**config.mk**
```make
export PLATFORM = sky130hd
export DESIGN_NAME = pipe_id_stage
export DESIGN_NICKNAME = d
export VERILOG_FILES = /design/src/rtl/pipe_id_stage.sv
export SDC_FILE = /design/constraint.sdc
export NUM_CORES = 2
export LEC_CHECK = 0
export CAP_MARGIN = 20
export CORE_MARGIN = 1.5
export CORE_UTILIZATION = 47
export CTS_BUF_LIST = sky130_fd_sc_hd__clkbuf_4
export CTS_CLUSTER_DIAMETER = 40
export DETAILED_ROUTE_END_ITERATION = 6
export PLACE_DENSITY = 0.75
export SETUP_SLACK_MARGIN = 0.02
export SYNTH_ARGS = -nofsm -noshare
export SYNTH_HDL_FRONTEND = slang
export SYNTH_SLANG_ARGS = --single-unit
```
**constraint.sdc**
```tcl
create_clock -name clk -period 6.3 [get_ports clk]
set_clock_uncertainty 0.15 [all_clocks]
set_input_delay 0.945 -clock clk [delete_from_list [all_inputs] [get_ports clk]]
set_output_delay 0.945 -clock clk [all_outputs]
set_load 0.02 [all_outputs]
```
**src/rtl/pipe_id_stage.sv**
```systemverilog
// Instruction-decode stage: IF/ID register, decoder, 32-entry register file with
// same-cycle write-back bypass, load-use stall detection and the ID/EX register.
module pipe_id_stage #(
    parameter int DW = 32,
    parameter int RA = 5
) (
    input  logic          clk,
    input  logic          rst_n,
    input  logic [DW-1:0] if_instr,
    input  logic [DW-1:0] if_pc,
    input  logic          if_valid,
    input  logic          flush,
    input  logic          wb_we,
    input  logic [RA-1:0] wb_addr,
    input  logic [DW-1:0] wb_data,
    output logic          stall,
    output logic          id_valid,
    output logic [DW-1:0] id_pc,
    output logic [DW-1:0] id_rs_val,
    output logic [DW-1:0] id_rt_val,
    output logic [DW-1:0] id_imm,
    output logic [RA-1:0] id_rt,
    output logic [RA-1:0] id_dst,
    output logic [3:0]    id_alu_op,
    output logic          id_alu_src,
    output logic          id_reg_we,
    output logic          id_mem_rd,
    output logic          id_mem_wr,
    output logic          id_branch
);
    localparam int NREG = 2**RA;

    typedef struct packed {
        logic          valid;
        logic [DW-1:0] pc;
        logic [DW-1:0] rs_val;
        logic [DW-1:0] rt_val;
        logic [DW-1:0] imm;
        logic [RA-1:0] rt;
        logic [RA-1:0] dst;
        logic [3:0]    alu_op;
        logic          alu_src;
        logic          reg_we;
        logic          mem_rd;
        logic          mem_wr;
        logic          branch;
    } idex_t;

    logic          ifid_valid_q, ifid_valid_d;
    logic [DW-1:0] ifid_instr_q, ifid_instr_d;
    logic [DW-1:0] ifid_pc_q, ifid_pc_d;
    idex_t         idex_q, idex_d, dec;
    logic [DW-1:0] rf_q [NREG];
    logic [DW-1:0] rf_d [NREG];

    logic [5:0]    op;
    logic [RA-1:0] rs, rt, rd;
    logic          reads_rs, reads_rt;

    assign op = ifid_instr_q[31:26];
    assign rs = ifid_instr_q[25:21];
    assign rt = ifid_instr_q[20:16];
    assign rd = ifid_instr_q[15:11];

    // Decoder plus operand read; a write-back in flight this cycle wins over the array
    always_comb begin
        dec        = '0;
        reads_rs   = 1'b0;
        reads_rt   = 1'b0;
        dec.valid  = 1'b1;
        dec.pc     = ifid_pc_q;
        dec.imm    = {{(DW-16){ifid_instr_q[15]}}, ifid_instr_q[15:0]};
        dec.rt     = rt;
        case (op)
            6'h00: begin
                dec.dst    = rd;
                dec.alu_op = ifid_instr_q[3:0];
                dec.reg_we = 1'b1;
                reads_rs   = 1'b1;
                reads_rt   = 1'b1;
            end
            6'h11: begin
                dec.dst     = rt;
                dec.alu_src = 1'b1;
                dec.reg_we  = 1'b1;
                reads_rs    = 1'b1;
            end
            6'h23: begin
                dec.dst     = rt;
                dec.alu_src = 1'b1;
                dec.reg_we  = 1'b1;
                dec.mem_rd  = 1'b1;
                reads_rs    = 1'b1;
            end
            6'h2B: begin
                dec.alu_src = 1'b1;
                dec.mem_wr  = 1'b1;
                reads_rs    = 1'b1;
                reads_rt    = 1'b1;
            end
            6'h04: begin
                dec.branch = 1'b1;
                dec.alu_op = 4'd1;
                reads_rs   = 1'b1;
                reads_rt   = 1'b1;
            end
            default: ;
        endcase
        if (dec.dst == '0)
            dec.reg_we = 1'b0;

        if (rs == '0)                      dec.rs_val = '0;
        else if (wb_we && wb_addr == rs)   dec.rs_val = wb_data;
        else                               dec.rs_val = rf_q[rs];
        if (rt == '0)                      dec.rt_val = '0;
        else if (wb_we && wb_addr == rt)   dec.rt_val = wb_data;
        else                               dec.rt_val = rf_q[rt];
    end

    // Load in ID/EX whose result the IF/ID instruction needs; a flush overrides it
    assign stall = !flush && ifid_valid_q && idex_q.valid && idex_q.mem_rd &&
                   (idex_q.dst != '0) &&
                   ((reads_rs && rs == idex_q.dst) || (reads_rt && rt == idex_q.dst));

    always_comb begin
        ifid_valid_d = ifid_valid_q;
        ifid_instr_d = ifid_instr_q;
        ifid_pc_d    = ifid_pc_q;
        idex_d       = '0;
        if (flush) begin
            ifid_valid_d = 1'b0;
        end else if (!stall) begin
            ifid_valid_d = if_valid;
            ifid_instr_d = if_instr;
            ifid_pc_d    = if_pc;
            if (ifid_valid_q)
                idex_d = dec;
        end
    end

    always_comb begin
        rf_d = rf_q;
        if (wb_we && wb_addr != '0)
            rf_d[wb_addr] = wb_data;
    end

    always_ff @(posedge clk or negedge rst_n) begin
        if (!rst_n) begin
            ifid_valid_q <= 1'b0;
            ifid_instr_q <= '0;
            ifid_pc_q    <= '0;
            idex_q       <= '0;
            for (int i = 0; i < NREG; i++)
                rf_q[i] <= '0;
        end else begin
            ifid_valid_q <= ifid_valid_d;
            ifid_instr_q <= ifid_instr_d;
            ifid_pc_q    <= ifid_pc_d;
            idex_q       <= idex_d;
            rf_q         <= rf_d;
        end
    end

    assign id_valid   = idex_q.valid;
    assign id_pc      = idex_q.pc;
    assign id_rs_val  = idex_q.rs_val;
    assign id_rt_val  = idex_q.rt_val;
    assign id_imm     = idex_q.imm;
    assign id_rt      = idex_q.rt;
    assign id_dst     = idex_q.dst;
    assign id_alu_op  = idex_q.alu_op;
    assign id_alu_src = idex_q.alu_src;
    assign id_reg_we  = idex_q.reg_we;
    assign id_mem_rd  = idex_q.mem_rd;
    assign id_mem_wr  = idex_q.mem_wr;
    assign id_branch  = idex_q.branch;

endmodule
```
# ---- After elaboration in Yosys (flattened, before gate mapping)
# Index checks and enable logic that the tools add are counted.
dict set report op_classes {
  order_cmp 4
  eq_ne 9
  muxes 28
  bitwise_logic 5
  reduce_logical 25
}
# op count
set op_table {}
lappend op_table {{$bwmux 1024} 1}
lappend op_table {{$mux 148} 3}
lappend op_table {{$bmux 32 s5} 2}
lappend op_table {{$mux 32} 9}
lappend op_table {{$demux 32 s5} 1}
lappend op_table {{$eq 5x5->1} 4}
lappend op_table {{$ge 6x6->1 const B} 3}
lappend op_table {{$not 5->6} 3}
lappend op_table {{$logic_not 5->1} 3}
lappend op_table {{$eq 6x6->1 const B} 2}
lappend op_table {{$logic_and 1x1->1} 11}
lappend op_table {{$mux 1} 10}
lappend op_table {{$pmux 5 s2} 1}
lappend op_table {{$reduce_bool 5->1} 2}
lappend op_table {{$reduce_or 3->1} 3}
lappend op_table {{$pmux 4 s2} 1}
lappend op_table {{$eq 6x3->1 const B} 1}
lappend op_table {{$eq 6x5->1 const B} 1}
lappend op_table {{$logic_not 6->1} 1}
lappend op_table {{$lt 6x1->1 const B} 1}
lappend op_table {{$reduce_or 5->1} 1}
lappend op_table {{$ne 2x2->1 const B} 1}
lappend op_table {{$not 1->1} 2}
lappend op_table {{$reduce_and 2->1} 1}
lappend op_table {{other kinds (3)} 3}
dict set report word_totals {
  ff_bits 1237
  in_bits 106
  output_inout_bits 149
}

# ---- Depth between registers and ports, before layout
dict set report logic_depth {
  depth_word 9
  mapped_depth 11
  depth_no_buf 6
}

# ---- Worst setup path after synthesis
# Ideal clock, no wire load.
dict set report synth_timing {
  path_kind {input to output}
  startpoint {input flush}
  endpoint {output stall}
  arrival_time_ns 2.265
  required_ns 5.205
  slack_ns 2.940
  cell_stages 3
  path_cell_list {nand2b_1 -> a211oi_1 -> a21boi_0}
}
dict set report synth_via {
  elab_chain_len 6
}
# item line
set synth_lines {}
lappend synth_lines {{start: declaration} 12} ;# input logic flush,
lappend synth_lines {{$logic_not 1->1} 121} ;# assign stall = !flush && ifid_valid_q && idex_q.valid && idex_q.mem_rd &&
lappend synth_lines {{$logic_and 1x1->1 (4 in a row)} 121}
lappend synth_lines {{$logic_and 1x1->1} 122} ;# (idex_q.dst != '0) &&
lappend synth_lines {{end: declaration} 16} ;# output logic stall,
# No other way between the ends.

# ---- Final worst setup path
dict set report layout_timing {
  startpoint {register ifid_instr_q[20]}
  endpoint {output stall}
}
dict set report layout_via {
  elab_chain_len 4
}
# item line
set layout_lines {}
lappend layout_lines {{start: declaration} 50} ;# logic [DW-1:0] ifid_instr_q, ifid_instr_d;
lappend layout_lines {{start signal: assignment} 157} ;# ifid_instr_q <= ifid_instr_d;
lappend layout_lines {{$eq 5x5->1} 123} ;# ((reads_rs && rs == idex_q.dst) || (reads_rt && rt == idex_q.dst));
lappend layout_lines {{$logic_and 1x1->1} 123}
lappend layout_lines {{$logic_or 1x1->1} 123}
lappend layout_lines {{$logic_and 1x1->1} 122}
# No other way between the ends.

==> metrics.cfg <==
[run_status]
status=finished, final reports clean

[synth]
ys_top_cells_by_count=1221 x dfrtp_1, 1109 x mux2_2, 313 x mux4_2
yosys.cell_types.count=72
ys_top_cells_by_area=dfrtp_1 49%, mux2_2 20%, mux4_2 11%, mux2i_1 4.5%, a22oi_1 2.2%
ys_seq_elements=1221
ys_warn_count=0
yosysMostFrequentCell=dfrtp_1
synth_edf_count=0
syn_area_per_cell_um2=14.1
postSynth.topFlopCell=dfrtp_1
syn_area_mm2=0.0625
synthArstFlopShare_pct=100
netlist_instances=4440
synthesis.nets=4546
yosysSeqAreaShare_pct=48.9
synth_top_area_cell=dfrtp_1
synth_top_area_share_pct=48.9

[floorplanning]
std_cell_rows=133
start_util_pct=47.5
core_mm2=0.132
die_w_um=368
io-pin-count=255
die_area_mm2=0.135
die_y_um=368

[cells_and_area]
drive_above_1_share_pct=44.6
nets=4794
areaGrowthSynthToFinish_pct=13.2
postLayoutCoreUtil_pct=53.8

[sta]
drv_slew=0
timing.hold.ws_ns=0.155
fmax_mhz=188
tns_ns=0
hold_viol_final=0
setup-violations-final=0
rsz0062_at_grt=no
min_period_ns=5.33
tightest_slew_ns=1.24
setup_ws_ns=0.973
finalCritPeriodShare_pct=84.5
slew_headroom_pct=17.1

[detailed_routing]
wl_mm=197
drtPass1Iterations=6
ant_nets=0
routedWlPerCell_um=29.6
detail_route.vias_per_cell=6.45
drtIter0Drc=4595
remaining_drc_errors=0
num_vias=43100

[clocking]
cts_root_buf=clkbuf_4
cts-buffers-inserted=346
htreeDepth=5
cts_sinks=1221
cts_buffer_depth=4
clk_latency_ns=1.28
cts_tree=done
path_clk_slew_ns=0.06

[grt]
grt_start_max_net_pins=144
grt_pass1_wl_mm=290
grtUsageTotal_pct=29.0
antenna_found_initial=16
grt_pass1_vias=43500
grt.overflow.total=0

[power]
p_leak_uw=0.0311
cellPowerDensity_mw_per_mm2=311
finalPower_uw=22000
ir_drop_v=0.000216

[worst_setup_path]
crit_fanout=27
crit_path_start=ifid_instr_q[20]
worstRegToRegCells=7
endpoint_kind=primary output
worstPathRequired_ns=5.20
path_class=flip-flop to primary output
cp-start-kind=flip-flop
worstReg2RegStart=ifid_instr_q[23]
arrival_ns=4.23
r2r_end=id_rs_val[15]
r2r_slack_ns=2.07

[min_path]
hold_path_end=ifid_pc_q[25]
min_from=if_pc[25]
holdPathStages=2
holdCritPathClass=input pin to flip-flop

[place]
post-dp-hpwl_mm=117
port_buffers=254
dp_slack_ns=1.75
finalWeightedCongestion=0.857

[flow_run]
maxCapViolCount=0

==> kinds of logic after synthesis <==
logic type | Yosys count | synth area share [%]
simple gates | 519 | 4.58
compound gates | 416 | 5.33
buf+inv | 499 | 4.03
flops | 1221 | 48.9
mux | 1765 | 36.9
xor+xnor | 20 | 0.280
==> critical path, cell delays in order (launching register included) <==
cell,delay [ns]
dfrtp_2,0.99
xor2_1,0.14
nor4_1,0.73
nand3_1,0.15
a21boi_0,0.37
clkdlybuf4s50_1,0.67
==> where the power goes <==
part	switching (uW)	leakage [uW]	internal [uW]
logic	2100	0.0130	2630
clock network	3410	0.00246	3670
registers	1050	0.0157	9160
total	6560	0.0311	15500
==> registers in the layout, summed over array words and instances (netlist names), 4 cells and up <==
| register | cells |
|---|---|
| id_rs_val | 32 |
| id_pc | 32 |
| id_rt | 5 |
| rf_q | 1024 |
| id_rt_val | 32 |
| ifid_pc_q | 32 |
| id_imm | 16 |
| id_dst | 5 |
| id_alu_op | 4 |
| ifid_instr_q | 32 |
==> metal layers <==
layer | global-route usage (%) | vias up | wire length (um)
li1 | - | 17500 | -
met1 | 38.9 | 22400 | 78700
met2 | 42.5 | 2569 | 87600
met3 | 10.1 | 540 | 22800
met4 | 12.8 | 16 | 8140
met5 | 0.214 | - | 135
==> final cells by class <==
cell class                      count  area [um2]
Tap cell                         1755        2200
Sequential cell                  1221       30600
Inverter                            6        22.5
Antenna cell                       14        35.0
Timing Repair Buffer              393        4100
Clock buffer                      482        3620
Fill cell                       10800       60900
Multi-Input combinational cell   2720       29700
Clock inverter                     89         459
==> per-stage QoR <==
| step | std cells | instance area [um2] |
|---|---|---|
| finish | 6680 | 70800 |
| global route | 6672 | 70700 |
| CTS | 6652 | 70400 |
| detailed placement | 6078 | 66300 |
| global placement | 6070 | 66100 |
| floorplan | 4440 | 62500 |
==> how the worst max path moves through the flow <==
stage	depth (start not counted)	endpoint	slack [ns]
finish	5	stall	0.97
detailed placement	5	stall	1.75
global route	5	stall	0.76
global placement	5	stall	1.77
floorplan	3	stall	2.94
CTS	5	stall	0.94
==> cells in the final DEF (no fill, tap or decap), types with 17 or more instances in the layout <==
master           synthesis  layout
a211oi_2                23      23
a21oi_1                 44      44
a221oi_1                62      62
a22oi_1                179     179
a22oi_2                 20      20
and3_1                  94      93
and4_1                  18      18
buf_4                   53     102
clkbuf_4                 0     482
clkdlybuf4s50_1          0     253
clkinv_1                 0      65
dfrtp_1               1221    1212
mux2_1                  60      60
mux2_2                1109    1109
mux2i_1                283     283
mux4_2                 313     313
nand2_1                157     141
nand3_1                 76      73
nor2_1                  53      37
o211ai_1                24      24
o21ai_0                 17      17
or4_1                   27      27
xor2_1                  18      18
==> repair_timing <==
item                      in CTS  in global routing
hold buffers                   3                  0
gates resized for setup        0                  0
buffers inserted               0                  0
hold endpoints to repair     112                  0
No activity file was read; power rests on OpenSTA's default activity.
